--- src/rtl/note_detector_pkg.sv ---
// Shared constants and types for the note detector: period table, ids, FSM encodings.
package note_detector_pkg;

  localparam int unsigned NUM_NOTES = 25;
  localparam logic [4:0]  SILENT_ID = 5'd31;
  localparam logic [4:0]  LAST_K    = 5'd24;
  localparam logic [11:0] N_MAX     = 12'd4095;
  localparam logic [11:0] TIMEOUT_N = 12'd2048;

  typedef logic [12:0] period_t;

  // Expected 2N (samples per full period) for each note, longest first.
  localparam period_t PERIOD [NUM_NOTES] = '{
    13'd1024, 13'd967, 13'd912, 13'd861, 13'd813,
    13'd767,  13'd724, 13'd683, 13'd645, 13'd609,
    13'd575,  13'd542, 13'd512, 13'd483, 13'd456,
    13'd431,  13'd406, 13'd384, 13'd362, 13'd342,
    13'd323,  13'd304, 13'd287, 13'd271, 13'd256
  };

  typedef enum logic {
    WAIT_FIRST,
    MEASURE
  } meas_state_t;

  typedef enum logic [1:0] {
    M_IDLE,
    M_SEARCH,
    M_FINISH,
    M_HOLD
  } match_state_t;

  function automatic period_t abs_diff(input period_t a, input period_t b);
    return (a >= b) ? (a - b) : (b - a);
  endfunction

endpackage

--- src/rtl/note_matcher.sv ---
// Sequential nearest-period search: walks the period table one entry per cycle.
module note_matcher
  import note_detector_pkg::*;
#(
  parameter logic [10:0] TOL = 11'd16
) (
  input  logic        clk_in,
  input  logic        rst_in,
  input  logic        start,
  input  logic [12:0] two_n,
  output logic        busy,
  output logic        done,
  output logic [4:0]  id
);

  match_state_t state, state_next;
  period_t      two_n_q;
  period_t      best_diff;
  period_t      cur_diff;
  logic [4:0]   k;
  logic [4:0]   best_k;
  logic         last;

  always_comb begin
    cur_diff = abs_diff(two_n_q, PERIOD[k]);
    last     = (k == LAST_K);
  end

  always_comb begin
    state_next = state;
    case (state)
      M_IDLE:   if (start) state_next = M_SEARCH;
      M_SEARCH: if (last) state_next = M_FINISH;
      M_FINISH: state_next = M_HOLD;
      M_HOLD:   state_next = M_IDLE;
      default:  state_next = M_IDLE;
    endcase
  end

  always_ff @(posedge clk_in) begin
    if (rst_in) begin
      state     <= M_IDLE;
      two_n_q   <= '0;
      best_diff <= '1;
      best_k    <= '0;
      k         <= '0;
    end else begin
      state <= state_next;
      if (state == M_IDLE && start) begin
        two_n_q   <= two_n;
        best_diff <= '1;
        best_k    <= '0;
        k         <= '0;
      end else if (state == M_SEARCH) begin
        // Strict compare keeps the lowest index on ties.
        if (cur_diff < best_diff) begin
          best_diff <= cur_diff;
          best_k    <= k;
        end
        if (!last) k <= k + 5'd1;
      end
    end
  end

  // HOLD keeps busy asserted through the cycle the parent registers the result.
  assign busy = (state != M_IDLE);
  assign done = (state == M_FINISH);
  assign id   = (best_diff <= {2'b00, TOL}) ? best_k : SILENT_ID;

endmodule

--- src/rtl/note_detector.sv ---
// Trough detection with hysteresis, half-period counting and note reporting.
module note_detector
  import note_detector_pkg::*;
#(
  parameter logic [9:0]  LOW_THR  = 10'd64,
  parameter logic [9:0]  HIGH_THR = 10'd384,
  parameter logic [10:0] TOL      = 11'd16
) (
  input  logic       clk_in,
  input  logic       rst_in,
  input  logic       sample_valid,
  input  logic [9:0] sample,
  output logic [4:0] freq_id,
  output logic       note_valid,
  output logic       overrun,
  output logic       busy
);

  meas_state_t state, state_next;
  logic        armed;
  logic [11:0] n_cnt;
  logic [11:0] n_inc;
  logic        trough;
  logic        timeout;
  logic        start;
  logic        timeout_pend;
  logic        match_done;
  logic [4:0]  match_id;

  // n_inc counts the current sample too, so the captured N equals trough spacing.
  always_comb begin
    n_inc   = (n_cnt == N_MAX) ? n_cnt : n_cnt + 12'd1;
    trough  = armed && sample_valid && (sample < LOW_THR);
    timeout = (state == MEASURE) && sample_valid && !trough && (n_inc == TIMEOUT_N);
    start   = (state == MEASURE) && trough && !busy;
  end

  always_comb begin
    state_next = state;
    case (state)
      WAIT_FIRST: if (trough) state_next = MEASURE;
      MEASURE:    if (timeout) state_next = WAIT_FIRST;
      default:    state_next = WAIT_FIRST;
    endcase
  end

  always_ff @(posedge clk_in) begin
    if (rst_in) begin
      state        <= WAIT_FIRST;
      armed        <= 1'b0;
      n_cnt        <= '0;
      freq_id      <= SILENT_ID;
      note_valid   <= 1'b0;
      overrun      <= 1'b0;
      timeout_pend <= 1'b0;
    end else begin
      state <= state_next;
      if (sample_valid) begin
        n_cnt <= trough ? '0 : n_inc;
        if (trough) armed <= 1'b0;
        else if (sample >= HIGH_THR) armed <= 1'b1;
      end
      overrun    <= (state == MEASURE) && trough && busy;
      note_valid <= 1'b0;
      // A search result wins a collision; the silence strobe is deferred one cycle.
      if (match_done) begin
        note_valid   <= 1'b1;
        freq_id      <= match_id;
        timeout_pend <= timeout;
      end else if (timeout || timeout_pend) begin
        note_valid   <= 1'b1;
        freq_id      <= SILENT_ID;
        timeout_pend <= 1'b0;
      end
    end
  end

  note_matcher #(
    .TOL(TOL)
  ) u_matcher (
    .clk_in (clk_in),
    .rst_in (rst_in),
    .start  (start),
    .two_n  ({n_inc, 1'b0}),
    .busy   (busy),
    .done   (match_done),
    .id     (match_id)
  );

endmodule

--- config.mk ---
export PLATFORM = sky130hd
export DESIGN_NAME = note_detector
export DESIGN_NICKNAME = d
export VERILOG_FILES = /design/src/rtl/note_detector_pkg.sv /design/src/rtl/note_matcher.sv /design/src/rtl/note_detector.sv
export SDC_FILE = /design/constraint.sdc
export NUM_CORES = 1
export LEC_CHECK = 0
export ABC_CLOCK_PERIOD_IN_PS = 5800
export BUFFER_PORTS_ARGS = -buffer_cell sky130_fd_sc_hd__clkbuf_2
export CORE_ASPECT_RATIO = 0.9
export CORE_MARGIN = 5
export CORE_UTILIZATION = 40
export DETAILED_ROUTE_END_ITERATION = 8
export GPL_TIMING_DRIVEN = 0
export PLACE_DENSITY_LB_ADDON = 0.1
export REMOVE_ABC_BUFFERS = 1
export SYNTH_ARGS = -nofsm -noshare
export SYNTH_HDL_FRONTEND = slang
export SYNTH_SLANG_ARGS = --single-unit
--- constraint.sdc ---
create_clock -name clk_in -period 5.8 [get_ports clk_in]
set_clock_uncertainty 0.2 [all_clocks]
set_input_delay 0.58 -clock clk_in [delete_from_list [all_inputs] [get_ports clk_in]]
set_output_delay 0.58 -clock clk_in [all_outputs]
set_load 0.02 [all_outputs]
==> metrics.txt, run 1 <==
# TYPE chip_impl_metric gauge
chip_impl_metric{name="instances_no_fill",unit=""} 755
chip_impl_info{name="clockRootBuffer",value="sky130_fd_sc_hd__clkbuf_16"} 1
chip_impl_metric{name="use_met1",unit="%"} 27.63
chip_impl_metric{name="insertedDiodeCount",unit=""} 0
chip_impl_metric{name="report.final.hold_viol_count",unit=""} 0
chip_impl_metric{name="detail_route.wirelength",unit="um"} 12860
chip_impl_metric{name="cts.clk_slew.worst_paths",unit="ns"} 0.05
chip_impl_metric{name="die_area",unit="sq mm"} 0.01390
chip_impl_info{name="worst_setup_path_start_kind",value="flip-flop"} 1
chip_impl_metric{name="clkSinkCount",unit=""} 59
chip_impl_metric{name="num_rows",unit=""} 37
chip_impl_metric{name="final.setup.worst_slack",unit="ns"} 0.2909
chip_impl_metric{name="overflow",unit=""} 0
chip_impl_info{name="holdCritPathClass",value="flip-flop to flip-flop"} 1
chip_impl_metric{name="fill_cell_total_of_the_finished_layout",unit=""} 1176
chip_impl_metric{name="power.leakage",unit="nW"} 2.252
chip_impl_metric{name="clock_power_share",unit="%"} 31.0
chip_impl_info{name="cts_tree",value="yes"} 1
chip_impl_info{name="status",value="finished, final reports clean"} 1
chip_impl_info{name="cp_class",value="flip-flop to flip-flop"} 1
chip_impl_metric{name="chipHeight",unit="um"} 112.3
chip_impl_metric{name="antenna_left",unit=""} 0
chip_impl_info{name="global_route.peak_usage_layer",value="met2"} 1
chip_impl_metric{name="critical_path_required",unit="ns"} 5.81
chip_impl_metric{name="multi_input_area",unit="sq mm"} 0.003217
chip_impl_metric{name="vias_in_the_first_global_route",unit=""} 4090
chip_impl_metric{name="place.gp.congestion",unit=""} 0.8980
chip_impl_info{name="layout_common_cells",value="sky130_fd_sc_hd__dfxtp_1, sky130_fd_sc_hd__inv_1, sky130_fd_sc_hd__nor2_1"} 1
chip_impl_metric{name="pwr_density_cell",unit="mW/mm^2"} 348.5
chip_impl_metric{name="post_synth_instance_area",unit="sq mm"} 0.004654
chip_impl_metric{name="maxCapViolCount",unit=""} 0
chip_impl_metric{name="cts-root-to-sink-buffers",unit=""} 2
chip_impl_metric{name="final_area",unit="sq mm"} 0.005228
chip_impl_info{name="layout_commonest_cell",value="sky130_fd_sc_hd__dfxtp_1"} 1
chip_impl_metric{name="synth.yosys.seq_area_share",unit="%"} 25.38
chip_impl_metric{name="grt_antenna_before_repair",unit=""} 0
chip_impl_info{name="end_kind",value="flip-flop"} 1
chip_impl_metric{name="fp.coreArea",unit="sq mm"} 0.01143
chip_impl_metric{name="final_util",unit="%"} 45.72
chip_impl_metric{name="tightestPinTransition",unit="ns"} 0.9602
chip_impl_metric{name="cts_buffers",unit=""} 9
chip_impl_metric{name="gr-usage-met3",unit="%"} 3.023
chip_impl_metric{name="insertion_delay_of_the_later_clocked_pin_in_the_worst_skew_pair",unit="ns"} 0.32
chip_impl_metric{name="drt-initial-drc-count",unit=""} 325
chip_impl_metric{name="grt_max_degree",unit=""} 31
chip_impl_metric{name="internal-power",unit="mW"} 1.134
chip_impl_metric{name="synth.yosys.warnings",unit=""} 0
chip_impl_metric{name="drt_first_pass_iters",unit=""} 5
chip_impl_metric{name="setup-violations-final",unit=""} 0
chip_impl_metric{name="route.detailed.drc",unit=""} 0
chip_impl_metric{name="dp_cells",unit=""} 735
chip_impl_metric{name="synth-async-reset-ratio",unit="%"} 0
chip_impl_metric{name="power.net_switching",unit="mW"} 0.6879
chip_impl_metric{name="initial_core_util",unit="%"} 40.70
chip_impl_metric{name="design.portCount",unit=""} 21
chip_impl_metric{name="route.detailed.vias_per_inst",unit=""} 5.774
chip_impl_metric{name="max_freq",unit="GHz"} 0.1815
chip_impl_metric{name="power.switching_fraction",unit="%"} 37.76
chip_impl_metric{name="ys_ff_latch",unit=""} 59
chip_impl_metric{name="worst_slew_margin_rel",unit="%"} 35.49
chip_impl_metric{name="synthesis.area_per_instance",unit="sq um"} 7.796
chip_impl_metric{name="grt_first_pass_wirelength",unit="um"} 21010
chip_impl_metric{name="hpwl",unit="um"} 9517
chip_impl_metric{name="use_met2",unit="%"} 28.54
chip_impl_metric{name="final_layout_size_suffix_gt1_share",unit="%"} 10.68
chip_impl_metric{name="finish.net_count",unit=""} 653
chip_impl_metric{name="die_x",unit="um"} 123.7
chip_impl_metric{name="timing.final.crit_period",unit="ns"} 5.509
chip_impl_metric{name="regArea",unit="sq mm"} 0.001192
chip_impl_metric{name="area_growth_syn_to_layout",unit="%"} 12.31
chip_impl_metric{name="avgRoutedWirePerCell",unit="um"} 17.03
chip_impl_info{name="yosys_most_used_dff",value="sky130_fd_sc_hd__dfxtp_1"} 1
chip_impl_metric{name="peakVddDrop",unit="V"} 0.0001497
chip_impl_metric{name="postSynthCellCount",unit=""} 597
chip_impl_metric{name="yosysUniqueCellTypes",unit=""} 76
chip_impl_metric{name="post_synth_edffs",unit=""} 0
chip_impl_metric{name="portBuffers",unit=""} 14
chip_impl_metric{name="ctsHtreeMaxLevel",unit=""} 3
chip_impl_metric{name="vias",unit=""} 4359
chip_impl_metric{name="post-route-period-util",unit="%"} 94.99
chip_impl_metric{name="dp_slack",unit="ns"} -0.7913
chip_impl_metric{name="worst-path-max-fanout",unit=""} 13
chip_impl_metric{name="final_max_slew_viol_count",unit=""} 0
chip_impl_metric{name="globalRouteTotalUtil",unit="%"} 18.70
chip_impl_metric{name="arrival",unit="ns"} 5.51
chip_impl_metric{name="combPwrFrac",unit="%"} 43.4
chip_impl_metric{name="place_area",unit="sq mm"} 0.004788
chip_impl_metric{name="power.sequential.fraction",unit="%"} 25.6
-- path summary, 6_finish.rpt --
check | startpoint | to | slack [ns] | cells past startpoint
setup reg to reg | u_matcher.k[0] | u_matcher.best_diff[8] | 0.29 | 19
hold / removal | u_matcher.best_k[0] | freq_id[0] | 0.27 | 1
hold reg to reg | u_matcher.best_k[0] | freq_id[0] | 0.27 | 1
setup / recovery | u_matcher.k[0] | u_matcher.best_diff[8] | 0.29 | 19
-- per-stage QoR --
step / hold WS (ns) / power [mW] / TNS [ns]
2_1_floorplan: 0.2362 / 1.035 / 0
3_3_place_gp: 0.2455 / 1.204 / -11.18
3_5_place_dp: 0.2528 / 1.217 / -11.01
4_1_cts: 0.2669 / 1.796 / 0
5_1_grt: 0.2848 / 1.953 / -0.03379
6_report: 0.2655 / 1.822 / 0
-- per-layer routing --
metal | routed length, um | vias to the layer above
met1 | 6480 | 2082
li1 | - | 2170
met5 | 0 | -
met3 | 505 | 14
met2 | 5706 | 93
met4 | 167 | 0
-- cells by family after synthesis --
| family | Yosys count | synth area share, % |
|---|---|---|
| and+or+nand+nor | 206 | 22.50 |
| AOI/OAI and AO/OA | 168 | 25.30 |
| buffers and inverters | 84 | 7.258 |
| DFF | 59 | 25.38 |
| adders and majority gates | 45 | 12.42 |
| muxes | 19 | 4.140 |
| xor gates and xnor gates | 16 | 3.011 |
-- power by group through the flow --
stage                     Combinational (mW)  Clock (mW)  Sequential [mW]
after global placement                 0.732           0            0.473
after floorplan                        0.571           0            0.464
after CTS                              0.753       0.578            0.465
after global routing                   0.881       0.600            0.472
after detailed placement               0.744           0            0.473
final                                  0.791       0.564            0.466
-- worst max-delay path, cell delays in order, from the launching register on --
cell and delay [ns]:
sky130_fd_sc_hd__dfxtp_4 0.44, sky130_fd_sc_hd__inv_1 0.13, sky130_fd_sc_hd__ha_2 0.40, sky130_fd_sc_hd__inv_1 0.07
sky130_fd_sc_hd__o21ai_0 0.16, sky130_fd_sc_hd__o21ai_0 0.09, sky130_fd_sc_hd__o21ai_1 0.27, sky130_fd_sc_hd__ha_1 0.38
sky130_fd_sc_hd__and4_2 0.28, sky130_fd_sc_hd__nand4_1 0.23, sky130_fd_sc_hd__nand2_1 0.32, sky130_fd_sc_hd__or4_1 0.59
sky130_fd_sc_hd__o211a_2 0.17, sky130_fd_sc_hd__ha_1 0.30, sky130_fd_sc_hd__a21oi_1 0.17, sky130_fd_sc_hd__nand3b_1 0.09
sky130_fd_sc_hd__o211ai_1 0.47, sky130_fd_sc_hd__nand4_1 0.15, sky130_fd_sc_hd__buf_4 0.20, sky130_fd_sc_hd__o32a_1 0.27
-- layout make-up --
cell class                      count  area share, %
Inverter                           51          3.662
Clock buffer                       10          4.380
Sequential cell                    59          22.81
Tap cell                          156          3.734
Timing Repair Buffer               19          2.370
Multi-Input combinational cell    455          61.54
Clock inverter                      5          1.508
-- timing repair --
item	in CTS	in global routing
hold buffers	0	0
hold endpoints to repair	0	0
pin swaps	0	4
gates resized for setup	6	14
setup endpoints to repair	18	18
buffers inserted	0	3
cloned	0	1
-- synthesized netlist by cell type (3+ instances only) --
library cell | number | area [sq um]
sky130_fd_sc_hd__nor3_1 | 22 | 110.1
sky130_fd_sc_hd__mux2i_1 | 17 | 170.2
sky130_fd_sc_hd__o22ai_1 | 11 | 68.82
sky130_fd_sc_hd__a211oi_1 | 5 | 37.54
sky130_fd_sc_hd__o21ai_0 | 33 | 165.2
sky130_fd_sc_hd__nand3_1 | 19 | 95.09
sky130_fd_sc_hd__buf_2 | 9 | 45.04
sky130_fd_sc_hd__xnor2_1 | 5 | 43.79
sky130_fd_sc_hd__a31oi_1 | 9 | 56.30
sky130_fd_sc_hd__ha_1 | 43 | 538.0
sky130_fd_sc_hd__nand2b_1 | 10 | 62.56
sky130_fd_sc_hd__a21oi_1 | 30 | 150.1
sky130_fd_sc_hd__o211ai_1 | 6 | 45.04
sky130_fd_sc_hd__nand2_1 | 46 | 172.7
sky130_fd_sc_hd__xor2_1 | 11 | 96.34
sky130_fd_sc_hd__and4_1 | 4 | 35.03
sky130_fd_sc_hd__nor2_1 | 49 | 183.9
sky130_fd_sc_hd__o21a_1 | 8 | 60.06
sky130_fd_sc_hd__o2111ai_1 | 4 | 35.03
sky130_fd_sc_hd__nand4_1 | 13 | 81.33
sky130_fd_sc_hd__nor4_1 | 4 | 25.02
sky130_fd_sc_hd__inv_1 | 51 | 191.4
sky130_fd_sc_hd__dfxtp_1 | 59 | 1181
sky130_fd_sc_hd__or3_1 | 6 | 37.54
sky130_fd_sc_hd__nor2b_1 | 6 | 37.54
sky130_fd_sc_hd__and3_1 | 6 | 37.54
sky130_fd_sc_hd__and2_1 | 5 | 31.28
sky130_fd_sc_hd__nand3b_1 | 3 | 22.52
sky130_fd_sc_hd__or4_1 | 3 | 22.52
sky130_fd_sc_hd__clkbuf_1 | 21 | 78.83
sky130_fd_sc_hd__a21o_1 | 10 | 75.07
sky130_fd_sc_hd__a22oi_1 | 8 | 60.06
sky130_fd_sc_hd__o22a_1 | 9 | 78.83
-- state kept, by name (all words and copies together), names as in the netlist --
| register | flops |
|---|---|
| u_matcher.best_diff | 13 |
| n_cnt | 12 |
| u_matcher.two_n_q | 12 |
| freq_id | 5 |
| u_matcher.best_k | 5 |
| u_matcher.k | 5 |
| u_matcher.state | 2 |
| armed | 1 |
| note_valid | 1 |
| overrun | 1 |
| state | 1 |
| timeout_pend | 1 |
Note: power is estimated with default switching activity, not from simulation.
==> inputs of run 2 (changes only) <==
--- a/config.mk
+++ b/config.mk
@@ -10,10 +10,13 @@
 export CORE_ASPECT_RATIO = 0.9
 export CORE_MARGIN = 5
 export CORE_UTILIZATION = 40
+export CTS_BUF_LIST = sky130_fd_sc_hd__clkbuf_4 sky130_fd_sc_hd__clkbuf_8 sky130_fd_sc_hd__clkbuf_16
+export CTS_CLUSTER_SIZE = 8
 export DETAILED_ROUTE_END_ITERATION = 8
 export GPL_TIMING_DRIVEN = 0
 export PLACE_DENSITY_LB_ADDON = 0.1
 export REMOVE_ABC_BUFFERS = 1
+export SLEW_MARGIN = 20
 export SYNTH_ARGS = -nofsm -noshare
 export SYNTH_HDL_FRONTEND = slang
 export SYNTH_SLANG_ARGS = --single-unit
==> metrics.txt, run 2 (synthesis results as in run 1) <==
# TYPE chip_impl_metric gauge
chip_impl_metric{name="critical_path_required",unit="ns"} 5.82
chip_impl_metric{name="max_freq",unit="GHz"} 0.1823
chip_impl_info{name="status",value="finished, final reports clean"} 1
chip_impl_metric{name="cts.clk_slew.worst_paths",unit="ns"} 0.06
chip_impl_info{name="end_kind",value="flip-flop"} 1
chip_impl_metric{name="clkSinkCount",unit=""} 59
chip_impl_metric{name="die_x",unit="um"} 123.7
chip_impl_metric{name="drt-initial-drc-count",unit=""} 302
chip_impl_metric{name="fill_cell_total_of_the_finished_layout",unit=""} 1176
chip_impl_metric{name="pwr_density_cell",unit="mW/mm^2"} 342.2
chip_impl_metric{name="cts_hold_buffers",unit=""} 0
chip_impl_metric{name="worst-path-max-fanout",unit=""} 11
chip_impl_info{name="critical_path.reg2reg.endpoint",value="u_matcher.best_diff[8]"} 1
chip_impl_metric{name="post-route-period-util",unit="%"} 94.57
chip_impl_metric{name="overflow",unit=""} 0
chip_impl_metric{name="area_growth_syn_to_layout",unit="%"} 12.34
chip_impl_info{name="critPathLaunch",value="u_matcher.k[1]"} 1
chip_impl_metric{name="place.gp.congestion",unit=""} 0.8980
chip_impl_metric{name="peakVddDrop",unit="V"} 0.0001568
chip_impl_info{name="cp_cell_sequence",value="inv_1, ha_1, mux2i_1, nor2_1, a21oi_1, o22a_1, ha_1, inv_1, fa_1, a21o_1, a21o_1, a31oi_2, o2111ai_1, a21oi_1, xor2_1, ha_1, a21o_1, a211oi_2, nand4_1, o32a_1"} 1
chip_impl_metric{name="insertedDiodeCount",unit=""} 0
chip_impl_info{name="cts_tree",value="yes"} 1
chip_impl_metric{name="insertion_delay_of_the_later_clocked_pin_in_the_worst_skew_pair",unit="ns"} 0.33
chip_impl_metric{name="cp_slowest_stage_delay",unit="ns"} 0.46
chip_impl_metric{name="worst_slew_margin_rel",unit="%"} 32.28
chip_impl_metric{name="post-layout-total-power",unit="mW"} 1.790
chip_impl_info{name="cp_class",value="flip-flop to flip-flop"} 1
chip_impl_metric{name="detail_route.wirelength",unit="um"} 12790
chip_impl_metric{name="dp_cells",unit=""} 735
chip_impl_metric{name="avgRoutedWirePerCell",unit="um"} 16.90
chip_impl_metric{name="final_max_slew_viol_count",unit=""} 0
chip_impl_metric{name="setup-violations-final",unit=""} 0
chip_impl_metric{name="vias_in_the_first_global_route",unit=""} 4043
chip_impl_info{name="layout_commonest_cell",value="sky130_fd_sc_hd__dfxtp_1"} 1
chip_impl_info{name="regMostFlops",value="u_matcher.best_diff"} 1
chip_impl_metric{name="rr_worst_depth",unit=""} 20
chip_impl_metric{name="instances_no_fill",unit=""} 757
chip_impl_info{name="hold_path_startpoint",value="u_matcher.best_k[3]"} 1
chip_impl_info{name="holdCritPathClass",value="flip-flop to flip-flop"} 1
chip_impl_info{name="cpLargestDelayFamily",value="compound AO/OA/AOI/OAI gates"} 1
chip_impl_info{name="layout_common_cells",value="sky130_fd_sc_hd__dfxtp_1, sky130_fd_sc_hd__inv_1, sky130_fd_sc_hd__nor2_1"} 1
chip_impl_metric{name="grt_max_degree",unit=""} 31
chip_impl_metric{name="globalRouteTotalUtil",unit="%"} 18.76
chip_impl_metric{name="hold_ws",unit="ns"} 0.2633
chip_impl_metric{name="grt_first_pass_wirelength",unit="um"} 20760
chip_impl_metric{name="chipHeight",unit="um"} 112.3
chip_impl_metric{name="grt_antenna_before_repair",unit=""} 0
chip_impl_metric{name="hpwl",unit="um"} 9444
chip_impl_metric{name="route.detailed.vias_per_inst",unit=""} 5.795
chip_impl_metric{name="maxCapViolCount",unit=""} 0
chip_impl_info{name="worst_setup_path_start_kind",value="flip-flop"} 1
chip_impl_metric{name="finish.net_count",unit=""} 654
chip_impl_info{name="rr_startpoint",value="u_matcher.k[1]"} 1
chip_impl_metric{name="antenna_left",unit=""} 0
chip_impl_metric{name="critPathBufInv",unit=""} 2
chip_impl_metric{name="drt_first_pass_iters",unit=""} 5
chip_impl_metric{name="hold_path_depth",unit=""} 1
chip_impl_info{name="reg_top3",value="u_matcher.best_diff: 13 flops, n_cnt: 12 flops, u_matcher.two_n_q: 12 flops"} 1
chip_impl_metric{name="tightestPinTransition",unit="ns"} 1.008
chip_impl_metric{name="largest_register_ff_count",unit=""} 13
chip_impl_metric{name="cts_buffers",unit=""} 9
chip_impl_metric{name="fp.coreArea",unit="sq mm"} 0.01143
chip_impl_metric{name="timing.final.crit_period",unit="ns"} 5.485
chip_impl_metric{name="report.final.hold_viol_count",unit=""} 0
chip_impl_info{name="clockRootBuffer",value="sky130_fd_sc_hd__clkbuf_16"} 1
chip_impl_info{name="hold_end",value="freq_id[3]"} 1
chip_impl_metric{name="route.detailed.drc",unit=""} 0
chip_impl_metric{name="reg2reg_setup_slack",unit="ns"} 0.31
chip_impl_metric{name="portBuffers",unit=""} 14
chip_impl_metric{name="die_area",unit="sq mm"} 0.01390
chip_impl_metric{name="num_rows",unit=""} 37
chip_impl_metric{name="initial_core_util",unit="%"} 40.70
chip_impl_metric{name="vias",unit=""} 4387
chip_impl_metric{name="final_layout_size_suffix_gt1_share",unit="%"} 11.81
chip_impl_info{name="critical-path-slowest-cell",value="sky130_fd_sc_hd__dfxtp_2"} 1
chip_impl_metric{name="dp_slack",unit="ns"} -0.7733
chip_impl_metric{name="arrival",unit="ns"} 5.50
chip_impl_metric{name="power.leakage",unit="nW"} 2.250
chip_impl_metric{name="ctsHtreeMaxLevel",unit=""} 3
chip_impl_metric{name="design.portCount",unit=""} 21
chip_impl_metric{name="final.setup.worst_slack",unit="ns"} 0.3147
chip_impl_metric{name="cts-root-to-sink-buffers",unit=""} 2
==> run 2: worst max path at each step <==
stage / end / cells after the start
after floorplan: u_matcher.best_diff[11] / 21
after global placement: u_matcher.best_diff[11] / 21
after detailed placement: u_matcher.best_diff[11] / 21
after CTS: u_matcher.best_diff[11] / 21
after global routing: u_matcher.best_k[4] / 23
final: u_matcher.best_diff[8] / 20
==> run 2: stage by stage <==
stage                      TNS, ns  area [sq um]  util [%]
after floorplan                  0          4508         -
after global placement      -11.18          4773     41.74
after detailed placement    -11.19          4795     41.93
after CTS                        0          5111     44.70
after global routing      -0.09621          5229     45.73
final                            0          5229     45.73
==> run 2: power breakdown <==
part / switching [mW] / total [mW] / internal, mW
sequential: 0.0306 / 0.467 / 0.436
clock: 0.187 / 0.533 / 0.346
combinational: 0.464 / 0.790 / 0.326
total: 0.681 / 1.79 / 1.11
==> run 2: worst register-to-register path: cells and delay by family (launching register included) <==
kind                       cells  cell delay [ns]
AOI/OAI and AO/OA             10             2.40
adders and majority gates      4             1.23
DFF                            1             0.46
and+or+nand+nor                2             0.39
xor gates and xnor gates       1             0.32
buffers and inverters          2             0.23
muxes                          1             0.15
==> run 2: what timing repair did <==
item	CTS	global route
gates cloned	0	1
endpoints found under the setup margin	18	18
buffers inserted	0	5
pin swaps	0	3
resized for setup	5	15
==> run 2: final cells by class <==
class | instances | area, sq um | share of cell area (%)
Clock buffer | 11 | 246.5 | 4.714
Clock inverter | 5 | 52.55 | 1.005
Inverter | 51 | 191.4 | 3.661
Multi-Input combinational cell | 455 | 3224 | 61.67
Sequential cell | 59 | 1187 | 22.71
Tap cell | 156 | 195.2 | 3.733
Timing Repair Buffer | 20 | 131.4 | 2.513
==> run 2: layer usage <==
layer	routed length (um)	GRT usage (%)	up-vias
met1	6542	27.91	2086
met3	489	3.778	16
li1	-	-	2173
met4	216	5.166	0
met5	0	0	-
met2	5543	27.21	112
